[src/rtl/mem_bus_arbiter.sv]
// Two-port memory bus arbiter: grants one requester at a time, drives the memory strobes,
// and returns completion (mfc), read data and a timeout flag to the winning port.
module mem_bus_arbiter #(
  parameter int unsigned TIMEOUT    = 15,
  parameter bit          FIXED_PRIO = 1'b0
) (
  input  logic        clock,
  input  logic        reset,
  input  logic        rd0,
  input  logic        wr0,
  input  logic [15:0] addr0,
  input  logic [15:0] wdata0,
  input  logic        rd1,
  input  logic        wr1,
  input  logic [15:0] addr1,
  input  logic [15:0] wdata1,
  output logic        mfc0,
  output logic        mfc1,
  output logic [15:0] rdata,
  output logic        err,
  output logic [1:0]  grant,
  output logic [15:0] mem_addr,
  output logic [15:0] mem_wdata,
  output logic        mem_read,
  output logic        mem_write,
  input  logic [15:0] mem_rdata,
  input  logic        mem_ready
);

  localparam logic [7:0] CntMax = 8'(TIMEOUT - 1);

  typedef enum logic [1:0] {StIdle, StAccess, StDone} state_e;

  state_e      state_q, state_d;
  logic [7:0]  cnt_q, cnt_d;
  logic        last_q, last_d;  // 1: port 1 was granted last
  logic        mfc0_q, mfc0_d;
  logic        mfc1_q, mfc1_d;
  logic        err_q, err_d;
  logic [15:0] rdata_q, rdata_d;
  logic [1:0]  grant_q, grant_d;
  logic [15:0] mem_addr_q, mem_addr_d;
  logic [15:0] mem_wdata_q, mem_wdata_d;
  logic        mem_read_q, mem_read_d;
  logic        mem_write_q, mem_write_d;

  logic req0, req1, pick1, timed_out;

  always_comb begin
    state_d     = state_q;
    cnt_d       = cnt_q;
    last_d      = last_q;
    mfc0_d      = mfc0_q;
    mfc1_d      = mfc1_q;
    err_d       = err_q;
    rdata_d     = rdata_q;
    grant_d     = grant_q;
    mem_addr_d  = mem_addr_q;
    mem_wdata_d = mem_wdata_q;
    mem_read_d  = mem_read_q;
    mem_write_d = mem_write_q;
    req0        = rd0 | wr0;
    req1        = rd1 | wr1;
    pick1       = req1 && (!req0 || (!FIXED_PRIO && !last_q));
    timed_out   = (cnt_q == CntMax);

    unique case (state_q)
      StIdle: begin
        if (req0 || req1) begin
          state_d = StAccess;
          cnt_d   = '0;
          if (pick1) begin
            grant_d     = 2'b10;
            mem_addr_d  = addr1;
            mem_wdata_d = wdata1;
            mem_read_d  = rd1;
            mem_write_d = wr1 & ~rd1;
          end else begin
            grant_d     = 2'b01;
            mem_addr_d  = addr0;
            mem_wdata_d = wdata0;
            mem_read_d  = rd0;
            mem_write_d = wr0 & ~rd0;
          end
        end
      end
      StAccess: begin
        if (mem_ready || timed_out) begin
          state_d     = StDone;
          mfc0_d      = grant_q[0];
          mfc1_d      = grant_q[1];
          last_d      = grant_q[1];
          grant_d     = 2'b00;
          mem_read_d  = 1'b0;
          mem_write_d = 1'b0;
          // Ready wins over a simultaneous timeout.
          err_d       = !mem_ready;
          if (mem_read_q) begin
            rdata_d = mem_ready ? mem_rdata : 16'hFFFF;
          end
        end else begin
          cnt_d = cnt_q + 8'd1;
        end
      end
      StDone: begin
        state_d = StIdle;
        mfc0_d  = 1'b0;
        mfc1_d  = 1'b0;
        err_d   = 1'b0;
      end
      default: state_d = StIdle;
    endcase
  end

  always_ff @(posedge clock or negedge reset) begin
    if (!reset) begin
      state_q     <= StIdle;
      cnt_q       <= '0;
      last_q      <= 1'b1;
      mfc0_q      <= 1'b0;
      mfc1_q      <= 1'b0;
      err_q       <= 1'b0;
      rdata_q     <= '0;
      grant_q     <= '0;
      mem_addr_q  <= '0;
      mem_wdata_q <= '0;
      mem_read_q  <= 1'b0;
      mem_write_q <= 1'b0;
    end else begin
      state_q     <= state_d;
      cnt_q       <= cnt_d;
      last_q      <= last_d;
      mfc0_q      <= mfc0_d;
      mfc1_q      <= mfc1_d;
      err_q       <= err_d;
      rdata_q     <= rdata_d;
      grant_q     <= grant_d;
      mem_addr_q  <= mem_addr_d;
      mem_wdata_q <= mem_wdata_d;
      mem_read_q  <= mem_read_d;
      mem_write_q <= mem_write_d;
    end
  end

  assign mfc0      = mfc0_q;
  assign mfc1      = mfc1_q;
  assign err       = err_q;
  assign rdata     = rdata_q;
  assign grant     = grant_q;
  assign mem_addr  = mem_addr_q;
  assign mem_wdata = mem_wdata_q;
  assign mem_read  = mem_read_q;
  assign mem_write = mem_write_q;

endmodule

[config.mk]
export PLATFORM = sky130hd
export DESIGN_NAME = mem_bus_arbiter
export DESIGN_NICKNAME = d
export VERILOG_FILES = /design/src/rtl/mem_bus_arbiter.sv
export SDC_FILE = /design/constraint.sdc
export NUM_CORES = 1
export LEC_CHECK = 0
export CAP_MARGIN = 25
export CORE_ASPECT_RATIO = 2
export CORE_MARGIN = 2
export CORE_UTILIZATION = 30
export CTS_BUF_LIST = sky130_fd_sc_hd__clkbuf_8
export CTS_CLUSTER_DIAMETER = 80
export DETAILED_ROUTE_END_ITERATION = 10
export MAX_ROUTING_LAYER = met4
export PLACE_DENSITY_LB_ADDON = 0.15
export SLEW_MARGIN = 20
export SYNTH_ARGS = -nofsm -noshare
export SYNTH_HDL_FRONTEND = slang
export SYNTH_SLANG_ARGS = --single-unit
export TNS_END_PERCENT = 50
[constraint.sdc]
create_clock -name clock -period 2.45 [get_ports clock]
set_input_delay 0.735 -clock clock [delete_from_list [all_inputs] [get_ports clock]]
set_output_delay 0.735 -clock clock [all_outputs]
set_load 0.005 [all_outputs]
; ---- Word-level counts from Yosys, hierarchy flattened
; Cells that the tools add are included.
[op_classes]
eq_ne = 6
mux = 26
n_reduce_logical = 17
bitwise_logic = 6
addsub = 1
[ops]
columns = op, n
row1 = $mux W16, 3
row2 = $mux W8, 2
row3 = $pmux W8 S2, 1
row4 = $mux W2, 5
row5 = $pmux W1 S2, 5
row6 = $reduce_and A3 Y1, 3
row7 = $add A8 B1 Y8 const B, 1
row8 = $eq A8 B4 Y1 const B, 1
row9 = $mux W1, 8
row10 = $pmux W2 S2, 2
row11 = $reduce_and A2 Y1, 4
row12 = $ne A2 B2 Y1 const B, 3
row13 = $reduce_bool A2 Y1, 2
row14 = $logic_not A1 Y1, 3
row15 = $logic_or A1 B1 Y1, 3
row16 = $and A1 B1 Y1, 2
row17 = $eq A2 B1 Y1 const B, 1
row18 = $eq A2 B2 Y1 const B, 1
row19 = $logic_not A2 Y1, 1
row20 = $not A1 Y1, 2
row21 = $or A1 B1 Y1, 2
row22 = $logic_and A1 B1 Y1, 1
[word_totals]
wordCells = 68
ff_bits = 66
in_bits = 87
output_inout_bits = 55

; ---- Longest topological paths before layout
; Gate-level depths: netlist of the first run.
[depth]
ltp_word = 7
ltp_mapped = 8

; ---- Worst setup path before layout of the first run
; Ideal clock, no wire load.
[synth_path]
path_type = input port to flip-flop
from = input port wr0
to = register cnt_q[6]
path_slack_ns = 0.702
required_time_ns = 2.368
cell_stages = 5
t_arrival_ns = 1.666
setup_ns = 0.082
cell_sequence = o41ai_4 clkbuf_8 and2_4 inv_1 a31oi_1
[synth_via]
elab_chain_cells = 4
[synth_rtl]
columns = element, line
row1 = "start, declared", 10  ; input logic wr0,
row2 = $or A1 B1 Y1, 62  ; req0 = rd0 | wr0;
row3 = $logic_or A1 B1 Y1, 69  ; if (req0 || req1) begin
row4 = $ne A2 B2 Y1 (no source line), --
row5 = $reduce_and A3 Y1 (no source line), --
row6 = "end signal, assigned", 131  ; cnt_q <= cnt_d;
row7 = "end, declared", 35  ; logic [7:0] cnt_q, cnt_d;
; Every way passes these cells.
; A chain may end at the register's enable or synchronous reset.

; ---- Worst setup path in the final report of the first run
[layout_path]
from = register grant_q[1] (netlist: grant[1])
to = output port grant[1]
[layout_lines]
columns = element, line
row1 = "start, declared", 41  ; logic [1:0] grant_q, grant_d;
row2 = "start signal, assigned", 137  ; grant_q <= grant_d;
row3 = "end, declared", 21  ; output logic [1:0] grant,
; No word-level cell between the ends.

==> run_results.csv, run 1 <==
group,metric,value,unit
logic_synthesis,netlist_area,2990,um^2
worst_setup_path,required,1710,ps
worst_setup_path,crit_buf_inv,1,
route,drtIter0Drc,154,
logic_synthesis,syn_inst,267,
clock_network,post_cts_buffers,0,
clock_network,cts_hold_buf,0,
power_and_ir_drop,p_sw,1.61,mW
timing,rsz0062_at_grt,"no",
route,wl,7420,um
worst_setup_path,cp_cell_sequence,"clkdlybuf4s50_1",
layout,drive_gt1_frac,0.102,
clock_network,path_clk_slew,70,ps
global_routing,grt_pass1_wl,12400,um
timing,period_share,0.832,
outcome,status,"finished, final reports clean",
timing,clock_skew,7.95,ps
global_routing,grt.total_usage,0.153,
route,viasPerCell,4.56,
logic_synthesis,synth_edf_count,0,
logic_synthesis,seq_area_frac_synth,0.553,
layout,areaGrowthSynthToFinish,60.9,%
floorplanning,chipWidth,74.6,um
job,maxCapViolCount,0,
power_and_ir_drop,combPwrFrac,0.455,
power_and_ir_drop,power_frac_clock,0.181,
placement,pre_cts_slack,66.8,ps
power_and_ir_drop,cellLeakagePower,2.06,nW
placement,dp_hpwl,5690,um
logic_synthesis,yosysUniqueCellTypes,42,
clock_network,cts_tree,"built",
worst_setup_path,max_stage_delay,560,ps
placement,io_buffers,141,
logic_synthesis,synthFlopType,"dfrtp_1",
worst_setup_path,criticalPathCategory,"reg2out",
layout,final_core_util,0.496,
timing,tightest_slew,370,ps
timing,finalHoldViolCount,0,
logic_synthesis,synth_warnings,0,
timing,fin_crit,2040,ps
clock_network,clock_path_buffers,2,
logic_synthesis,postSynthAreaPerCell,11.2,um^2
layout,design_area,4810,um^2
logic_synthesis,synth_seq_cells,66,
route,wire_per_inst,13.4,um
global_routing,grt_overflow,0,
power_and_ir_drop,intPower,3.48,mW
clock_network,cts-resized-gates,0,
worst_setup_path,critPathLaunchType,"register",
floorplanning,initial_core_util,0.308,
power_and_ir_drop,seq_power_share,0.364,
route,dr_total_vias,2530,
power_and_ir_drop,p_total,5.09,mW
worst_setup_path,path_delay_family,"buffers and inverters",
worst_setup_path,cp_data_arrival_time,1300,ps
global_routing,antenna_found_initial,0,
floorplanning,num_rows,51,
floorplanning,die_y,145,um
timing,fin_setup_tns,0,ps
route,drc_errors,0,
worst_setup_path,crit_path_end_kind,"output port",
timing,fmax,491,MHz
route,ant_nets,0,
global_routing,grt_start_max_net_pins,53,
placement,place_congestion,0.795,
placement,placed_area,4610,um^2
layout,n_antenna_cell,0,
power_and_ir_drop,power.density,1060,nW/um^2
clock_network,cts-root-buf,"clkbuf_8",
clock_network,numCtsBuffers,9,
hold_path,hold_path_class,"in2async",
power_and_ir_drop,peakVddDrop,431,uV
clock_network,insertion_delay,340,ps
logic_synthesis,synthArstFlopShare,1.00,
worst_setup_path,cp_max_fo,4,
clock_network,cts_max_level,3,
global_routing,grt_pass1_vias,2601,
timing,report.final.slew_viol_count,0,
worst_setup_path,cpMaxStageDelayCell,"clkdlybuf4s50_1",
logic_synthesis,syn_nets,356,
route,drt-pass1-iter-count,4,
power_and_ir_drop,swShare,0.316,
layout,final_nets,508,
floorplanning,dieArea,10800,um^2
timing,timing.final.setup_violations,0,
clock_network,clkSinkCount,66,
timing,slew-limit-headroom,0.754,
floorplanning,ioPinCount,142,
floorplanning,coreArea,9700,um^2
timing,worst_slack,412,ps
## power groups by stage
stage	Clock, mW	Sequential (mW)	Combinational, mW
4_1_cts	0.977	1.86	2.37
2_1_floorplan	0	1.89	0.998
6_report	0.924	1.85	2.32
3_5_place_dp	0	1.88	2.37
3_3_place_gp	0	1.86	2.34
5_1_grt	1.02	1.93	2.58
## worst paths after layout
| check | startpoint | to | slack [ps] | depth (start not counted) |
|---|---|---|---|---|
| min in group clock | mem_wdata[9] | mem_wdata[9] | 480 | 2 |
| max in group asynchronous | reset | last_q | 1520 | 2 |
| max reg2reg | cnt_q[0] | cnt_q[3] | 580 | 6 |
| min | reset | mem_wdata[5] | 300 | 1 |
| min reg2reg | mem_wdata[9] | mem_wdata[9] | 480 | 2 |
| max | grant[1] | grant[1] | 410 | 1 |
## flip-flops by register name, indices dropped and copies added (netlist names)
register / count
state_q: 2
err: 1
mfc0: 1
mem_read: 1
last_q: 1
cnt_q: 8
mfc1: 1
mem_addr: 16
mem_wdata: 16
mem_write: 1
rdata: 16
grant: 2
## per-stage QoR
stage          cells  hold slack (ps)
6_report         555              301
3_5_place_dp     540              470
3_3_place_gp     540              461
2_1_floorplan    267              439
4_1_cts          555              285
5_1_grt          555              306
## synth_stat cells (2+ instances only)
| master | n | area share |
|---|---|---|
| dfrtp_1 | 65 | 0.54 |
| nand2_1 | 43 | 0.054 |
| o21ai_0 | 37 | 0.062 |
| mux2i_1 | 35 | 0.12 |
| o22a_1 | 16 | 0.047 |
| inv_1 | 6 | 0.0075 |
| nand3_1 | 6 | 0.010 |
| buf_2 | 5 | 0.0084 |
| a211o_1 | 4 | 0.012 |
| clkbuf_1 | 4 | 0.0050 |
| o22ai_1 | 4 | 0.0084 |
| nor2_1 | 3 | 0.0038 |
| nor3_1 | 3 | 0.0050 |
| a21oi_1 | 2 | 0.0033 |
| a31oi_1 | 2 | 0.0042 |
| and3_1 | 2 | 0.0042 |
| buf_4 | 2 | 0.0050 |
| buf_6 | 2 | 0.0075 |
| ha_1 | 2 | 0.0084 |
| nor3b_2 | 2 | 0.0084 |
## layout make-up
| class | count | area, um^2 |
|---|---|---|
| Fill cell | 948 | 4890 |
| Sequential cell | 66 | 1650 |
| Timing Repair Buffer | 155 | 1540 |
| Multi-Input combinational cell | 181 | 1230 |
| Tap cell | 132 | 165 |
| Clock buffer | 11 | 151 |
| Clock inverter | 4 | 51.3 |
| Inverter | 6 | 22.5 |
## metal layers
layer / track usage / up-vias / wire length [um]
li1: - / 1258 / -
met2: 0.250 / 98 / 3940
met1: 0.171 / 1166 / 2910
met3: 0.0403 / 8 / 453
met4: 0.0670 / 0 / 114
met5: - / - / 0
## layout by cell type, fill, tap and decap left out, drive strengths merged, types with 2 or more instances in the layout
cell | netlist | final
o22ai | 4 | 4
and3 | 3 | 3
dfrtp | 65 | 65
buf | 9 | 15
clkinv | 0 | 2
a21oi | 3 | 3
a31oi | 2 | 2
o21ai | 38 | 38
nand2b | 2 | 2
clkbuf | 5 | 11
nor3 | 3 | 3
nor3b | 2 | 2
nor2 | 4 | 4
ha | 2 | 2
nand2 | 43 | 43
inv | 6 | 6
mux2i | 35 | 35
a211o | 4 | 4
clkdlybuf4s50 | 0 | 140
nand3 | 6 | 6
o22a | 16 | 16
## cell families (layout without fill, tap and decap cells)
family	Yosys count	in the layout	share of synthesized area
AOI/OAI and AO/OA	74	74	0.168
and+or+nand+nor	69	69	0.112
DFF	66	66	0.553
adders and majority gates	2	2	0.00837
buffers and inverters	20	176	0.0381
muxes	36	36	0.121
Note: power is estimated with default switching activity, not from simulation.
==> inputs of run 2 (changes only) <==
Clock period 2.45 ns to 1.9 ns, I/O delays scaled along.
==> run_results.csv, run 2 (synthesis gave the netlist of run 1 again) <==
group,metric,value,unit
outcome,status,"finished, final reports clean",
clock_network,path_clk_slew,70,ps
power_and_ir_drop,cellLeakagePower,2.14,nW
global_routing,grt_pass1_wl,12400,um
hold_path,hold_path_class,"in2async",
worst_setup_path,cpMaxStageDelayCell,"clkdlybuf4s50_1",
clock_network,cts_max_level,3,
route,top_layer_used,"met4",
timing,clock_skew,7.19,ps
clock_network,cts_hold_buf,0,
timing,whs,182,ps
floorplanning,initial_core_util,0.308,
layout,drive_gt1_frac,0.120,
timing,period_share,0.962,
route,wl,7640,um
route,wl_met3,553,um
layout,design_area,4910,um^2
timing,tightest_slew,490,ps
placement,io_buffers,141,
worst_setup_path,crit_path_end_kind,"output port",
layout,areaGrowthSynthToFinish,64.4,%
route,viasPerCell,4.55,
clock_network,insertion_delay,350,ps
global_routing,grt_overflow,0,
worst_setup_path,path_delay_family,"buffers and inverters",
floorplanning,dieArea,10800,um^2
timing,timing.final.setup_violations,0,
route,route.met2.wl,4110,um
clock_network,clock_path_buffers,2,
floorplanning,die_y,145,um
worst_setup_path,cp_max_fo,4,
clock_network,numCtsBuffers,9,
route,drt-pass1-iter-count,4,
job,maxCapViolCount,0,
layout,final_nets,517,
route,wire_per_inst,13.5,um
layout,fill_cells,942,
worst_setup_path,cp_cell_sequence,"clkdlybuf4s50_1",
floorplanning,ioPinCount,142,
worst_setup_path,cp_data_arrival_time,1260,ps
global_routing,grt.total_usage,0.156,
layout,final_core_util,0.507,
route,ant_nets,0,
layout,final_cell_mix,"clkdlybuf4s50_1, dfrtp_1, nand2_1, o21ai_0, mux2i_1",
route,dr_total_vias,2571,
placement,placed_area,4710,um^2
worst_setup_path,max_stage_delay,520,ps
worst_setup_path,criticalPathCategory,"reg2out",
global_routing,grt_pass1_vias,2636,
timing,slew-limit-headroom,0.673,
floorplanning,coreArea,9700,um^2
power_and_ir_drop,power.density,1360,nW/um^2
power_and_ir_drop,peakVddDrop,606,uV
global_routing,antenna_found_initial,0,
clock_network,cts_tree,"built",
worst_setup_path,crit_buf_inv,1,
placement,place_congestion,0.793,
power_and_ir_drop,p_total,6.67,mW
placement,dp_hpwl,5990,um
worst_setup_path,critPathLaunchType,"register",
timing,fin_crit,1830,ps
route,drc_errors,0,
floorplanning,chipWidth,74.6,um
route,wl_met1,2800,um
layout,final_common_cell,"clkdlybuf4s50_1",
floorplanning,num_rows,51,
global_routing,grt_start_max_net_pins,35,
layout,n_antenna_cell,0,
timing,finalHoldViolCount,0,
clock_network,clkSinkCount,66,
timing,fin_setup_tns,0,ps
clock_network,cts-root-buf,"clkbuf_8",
timing,report.final.slew_viol_count,0,
timing,fmax,547,MHz
route,drtIter0Drc,75,
worst_setup_path,required,1330,ps
timing,rsz0062_at_grt,"no",
-- run 2: cell type report --
class                   instances  area, um^2  area share
well taps                     132         165      0.0336
clock buffers                   9         124      0.0252
repair buffers                164        1660       0.338
multi-input cells             181        1230       0.250
clock inverters                 7        61.3      0.0125
flip-flops and latches         66        1650       0.336
inverters                       6        22.5     0.00458
-- run 2: metrics by stage --
stage,worst slack [ps],cells
2_1_floorplan,185,267
3_3_place_gp,-232,547
3_5_place_dp,-334,547
4_1_cts,2.55,563
5_1_grt,6.66,565
6_report,72.1,565
-- run 2: routing by layer --
layer / track usage / vias to the layer above
li1: - / 1279
met1: 0.161 / 1177
met2: 0.262 / 103
met3: 0.0493 / 12
met4: 0.0679 / 0
met5: - / -
-- run 2: worst paths after layout --
| path | from | endpoint | slack (ps) | cells after the start |
|---|---|---|---|---|
| worst max-delay path | mem_read | mem_read | 70 | 1 |
| worst min-delay path | reset | mfc1 | 180 | 1 |
| worst max register to register | cnt_q[0] | cnt_q[7] | 160 | 6 |
| worst min register to register | mem_wdata[2] | mem_wdata[2] | 480 | 2 |
| max in group asynchronous | reset | cnt_q[4] | 1200 | 2 |
| min in group clock | mem_wdata[2] | mem_wdata[2] | 480 | 2 |
-- run 2: power by group --
part | switching (mW) | internal, mW | leakage, nW
sequential | 0.354 | 2.04 | 0.804
clock | 0.526 | 0.591 | 0.100
combinational | 1.24 | 1.92 | 1.24
total | 2.12 | 4.55 | 2.14
-- run 2: repair_timing --
item | CTS | global route
buffers inserted | 0 | 2
setup endpoints to repair | 0 | 12
gates resized for setup | 0 | 3
==> inputs of run 3 (changes only) <==
Settings changed: ABC_AREA from default to 1, CORE_UTILIZATION 30 to 44.
==> run_results.csv, run 3 <==
group,metric,value,unit
logic_synthesis,postSynthAreaPerCell,8.31,um^2
timing,fmax,546,MHz
timing,period_share,0.965,
clock_network,numCtsBuffers,9,
global_routing,grt.busiest_layer,"met2",
global_routing,use_met1,0.274,
logic_synthesis,synth_seq_cells,66,
power_and_ir_drop,cellLeakagePower,2.35,nW
placement,io_buffers,141,
floorplanning,chipWidth,65.1,um
placement,place_congestion,0.888,
global_routing,grt_util_met2,0.423,
layout,final_cell_mix,"clkdlybuf4s50_1, nand2_1, nand3_1, dfrtp_1, nand4_1",
power_and_ir_drop,intPower,4.83,mW
worst_setup_path,path_delay_family,"buffers and inverters",
global_routing,grt_overflow,0,
worst_setup_path,required,1330,ps
logic_synthesis,syn_inst,395,
timing,slew-limit-headroom,0.711,
power_and_ir_drop,combPwrFrac,0.475,
global_routing,grt.total_usage,0.255,
logic_synthesis,synth_edf_count,0,
worst_setup_path,crit_buf_inv,1,
route,drtIter0Drc,180,
route,drc_errors,0,
timing,finalHoldViolCount,0,
route,ant_nets,0,
placement,dp_hpwl,7120,um
floorplanning,die_y,126,um
layout,areaGrowthSynthToFinish,57.0,%
power_and_ir_drop,swShare,0.344,
floorplanning,coreArea,7270,um^2
floorplanning,ioPinCount,142,
layout,final_common_cell,"clkdlybuf4s50_1",
timing,tightest_slew,434,ps
route,dr_total_vias,3455,
worst_setup_path,r2r_start,"cnt_q[0]",
logic_synthesis,netlist_area,3280,um^2
global_routing,grt_pass1_vias,3345,
logic_synthesis,yosysTopAreaCellShare,0.496,
logic_synthesis,seq_area_frac_synth,0.504,
placement,placed_area,4900,um^2
timing,timing.final.setup_violations,0,
clock_network,cts-root-buf,"clkbuf_8",
worst_setup_path,cp_data_arrival_time,1260,ps
layout,n_antenna_cell,0,
global_routing,use_met3,0.0688,
outcome,status,"finished, final reports clean",
layout,final_core_util,0.709,
floorplanning,num_rows,44,
timing,clock_skew,7.43,ps
route,viasPerCell,5.42,
route,drt-pass1-iter-count,5,
power_and_ir_drop,p_sw,2.53,mW
clock_network,cts_max_level,3,
clock_network,insertion_delay,350,ps
worst_setup_path,critPathLaunchType,"register",
timing,fin_crit,1830,ps
clock_network,path_clk_slew,70,ps
clock_network,clock_path_buffers,2,
logic_synthesis,synth_common_cells,"nand2_1, nand3_1, dfrtp_1",
worst_setup_path,cp_max_fo,2,
worst_setup_path,max_stage_delay,560,ps
global_routing,grt_pass1_wl,15700,um
layout,drive_gt1_frac,0.116,
layout,multi_input_area,1440,um^2
logic_synthesis,yosysUniqueCellTypes,24,
clock_network,cts_hold_buf,0,
clock_network,cts_tree,"built",
power_and_ir_drop,p_total,7.36,mW
logic_synthesis,yosys-top-cells-area,"dfrtp_1, nand3_1, nand2_1, nand4_1, or2_2",
layout,design_area,5150,um^2
logic_synthesis,yosys.area.top_type,"dfrtp_1",
worst_setup_path,criticalPathCategory,"reg2out",
route,wire_per_inst,15.1,um
logic_synthesis,syn_nets,484,
timing,rsz0062_at_grt,"no",
route,wl,9630,um
worst_setup_path,cp_cell_sequence,"clkdlybuf4s50_1",
worst_setup_path,crit_path_end_kind,"output port",
power_and_ir_drop,seq_power_share,0.324,
worst_setup_path,critical_path.startpoint,"mem_wdata[12]",
timing,fin_setup_tns,0,ps
global_routing,antenna_found_initial,0,
layout,fill_cells,585,
floorplanning,dieArea,8210,um^2
clock_network,clkSinkCount,66,
job,maxCapViolCount,0,
power_and_ir_drop,peakVddDrop,826,uV
logic_synthesis,synth.most_common_cell,"nand2_1",
floorplanning,initial_core_util,0.452,
timing,report.final.slew_viol_count,0,
clock_network,cts-resized-gates,0,
layout,final_nets,629,
global_routing,grt_start_max_net_pins,34,
logic_synthesis,synthArstFlopShare,1.00,
logic_synthesis,synth_warnings,0,
power_and_ir_drop,power_frac_clock,0.201,
power_and_ir_drop,power.density,1430,nW/um^2
worst_setup_path,cpMaxStageDelayCell,"clkdlybuf4s50_1",
logic_synthesis,synthFlopType,"dfrtp_1",
layout,regArea,1650,um^2
hold_path,hold_path_class,"in2async",
clock_network,post_cts_buffers,0,
[run 3: changes by cell type after synthesis, sizes merged, moves of 8 or more]
cell,change
or2,+15
o22a,-16
mux2i,-35
nand2,+67
o21ai,-32
nand3,+81
inv,+8
nand4,+48
buf,+8
[run 3: path summary, 6_finish.rpt]
kind / endpoint / cells after the start / slack (ps)
setup / recovery: mem_wdata[12] / 1 / 70
hold / removal: rdata[4] / 1 / 150
setup reg to reg: rdata[1] / 7 / 280
hold reg to reg: rdata[15] / 2 / 470
max in group asynchronous: last_q / 2 / 1160
min in group clock: rdata[15] / 2 / 470
[run 3: power groups by stage]
stage	Clock, mW	Combinational [mW]	Sequential [mW]
CTS	1.50	3.54	2.39
finish	1.48	3.50	2.38
global route	1.58	3.83	2.45
detailed placement	0	3.53	2.40
floorplan	0	1.53	2.42
global placement	0	3.44	2.38
[run 3: kinds of logic (layout without fill, tap and decap cells)]
group	Yosys count	count (layout)	share of synthesized area
simple gates	274	274	0.406
flops	66	66	0.504
buf+inv	43	193	0.0591
compound gates	8	8	0.0183
fa+ha+maj	2	2	0.00762
xor+xnor	2	2	0.00534
[run 3: final cells by class]
| type | count | share of cell area |
|---|---|---|
| Sequential cell | 66 | 0.321 |
| Timing Repair Buffer | 163 | 0.319 |
| Multi-Input combinational cell | 286 | 0.278 |
| Clock buffer | 11 | 0.0294 |
| Tap cell | 92 | 0.0223 |
| Clock inverter | 5 | 0.0194 |
| Inverter | 14 | 0.0102 |
[run 3: stage by stage]
stage | cells | hold slack [ps] | setup WS, ps
floorplan | 395 | 274 | 424
global placement | 621 | 454 | 1.03
detailed placement | 621 | 457 | -51.4
CTS | 637 | 152 | 40.8
global route | 637 | 161 | 23.0
finish | 637 | 150 | 67.2
[run 3: layer usage]
metal / share of wire / up-vias / wire, um
met1: 0.35 / 1642 / 3400
li1: - / 1640 / -
met4: 0.040 / 0 / 388
met5: 0 / - / 0
met2: 0.54 / 140 / 5220
met3: 0.065 / 33 / 621
==> edit, RTL diff (flow settings as in run 2) <==
Change the parameter `FIXED_PRIO` from 1'b0 to 1'b1.
--- a/src/rtl/mem_bus_arbiter.sv
+++ b/src/rtl/mem_bus_arbiter.sv
@@ -4,3 +4,3 @@
   parameter int unsigned TIMEOUT    = 15,
-  parameter bit          FIXED_PRIO = 1'b0
+  parameter bit          FIXED_PRIO = 1'b1
 ) (
Function: changed (Yosys sat finds a counterexample within 10 cycles, from zero or initial values and one cycle with reset low).
==> edit against run 2 <==
- sequential share of layout area down 0.25 points
- sequential cell count down 1
- largest power group unchanged
- utilization down 0.11 points
- wire length down 3.1%
- die area down 2.1%
- cell area down 0.87%
- synthesized area down 2.2%
- power down 1.5%
- setup slack better by 0.020 ns
==> edit: results (changes against run 2) <==
status: complete, no violations (unchanged)
grt met1 use: 0.157 (was 0.161)
top post-synthesis cells by count: dfrtp_1, nand2_1, o21ai_0, mux2i_1, o22a_1 (unchanged)
DRT iter0 DRCs: 54 (was 75)
synth unique cells: 39 (was 42)
met3 GRT Util: 0.0519 (was 0.0493)
reg2reg path depth: 5 (was 6)
met2 Use GR: 0.266 (was 0.262)
cts bufs inserted: 9 (unchanged)
drt wl/cell: 13.2 um (was 13.5 um)
reg2reg start: cnt_q[1] (was cnt_q[0])
Worst EP arrival: 1.24 ns (was 1.26 ns)
top cells by area, synth: dfrtp_1, mux2i_1, o21ai_0, nand2_1, o22a_1 (unchanged)
syn_nets: 354 (was 356)
Post-Route WL: 7410 um (was 7640 um)
count of nets after finishing: 511 (was 517)
Critical Path Fanout Max: 2 (was 4)
first-pass GRT wire length: 12100 um (was 12400 um)
sw power: 1.97 mW (was 2.12 mW)
worst slew pin tran: 0.351 ns (was 0.490 ns)
pre-CTS WS: -0.246 ns (was -0.334 ns)
cells after synthesis: 265 (was 267)
Placer Congestion: 0.759 (was 0.793)
Post-DP Area: 4620 um^2 (was 4710 um^2)
Layout Skew: 0.00788 ns (was 0.00719 ns)
layout cells sized above 1: 0.105 (was 0.120)
largest net degree at the start of global routing: 66 (was 35)
sequential share of the synthesized area: 0.557 (was 0.553)
vias: 2536 (was 2571)
vias in the first global route: 2573 (was 2636)
reg-to-reg slack, setup: 0.11 ns (was 0.16 ns)
placed cell count: 543 (was 547)
Worst VDD drop: 611 uV (was 606 uV)
edit: layout make-up:
cell class,instances,area (um^2)
sequential,65,1630
clock inverter,7,119
clock buffer,9,124
timing repair buffer,160,1600
inverter,7,26.3
multi-input combinational,179,1210
tap,132,165
fill,910,4760
edit: metrics by stage:
stage                     hold slack, ns  utilization
final                              0.215        0.506
after global routing               0.244        0.506
after CTS                          0.227        0.505
after global placement             0.462        0.479
after detailed placement           0.469        0.479
after floorplan                    0.274            -
edit: per-layer routing:
layer | vias to the layer above | part of all wire
li1 | 1265 | -
met1 | 1161 | 0.36
met2 | 102 | 0.55
met3 | 8 | 0.066
met4 | 0 | 0.018
met5 | - | 0
edit: how the worst max path moves through the flow:
stage / start / endpoint / slack (ns) / cells past startpoint
after floorplan: cnt_q[0] / cnt_q[7] / 0.14 / 6
after global placement: wr0 / mem_addr[15] / -0.22 / 6
after detailed placement: mem_ready / cnt_q[2] / -0.25 / 6
after CTS: mem_read / mem_read / 0.03 / 1
after global routing: err / err / 0.03 / 1
final: mem_addr[14] / mem_addr[14] / 0.09 / 1
edit: kinds of logic (layout without fill, tap and decap cells):
family / after synthesis / after routing / share of synthesized area
compound gates: 74 / 74 / 0.164
fa+ha+maj: 2 / 2 / 0.00856
buf+inv: 21 / 183 / 0.0347
flops: 65 / 65 / 0.557
mux: 35 / 35 / 0.120
simple gates: 68 / 68 / 0.116
edit: power groups by stage:
stage | logic, mW | registers, mW | clock network [mW]
final | 2.81 | 2.34 | 1.41
after floorplan | 1.03 | 2.39 | 0
after detailed placement | 2.88 | 2.36 | 0
after CTS | 2.88 | 2.35 | 1.46
after global placement | 2.85 | 2.35 | 0
after global routing | 3.11 | 2.43 | 1.52
edit: what timing repair did:
action / in CTS / in global routing
gates resized for setup: 0 / 3
hold buffers: 0 / 0
setup endpoints to repair: 0 / 3
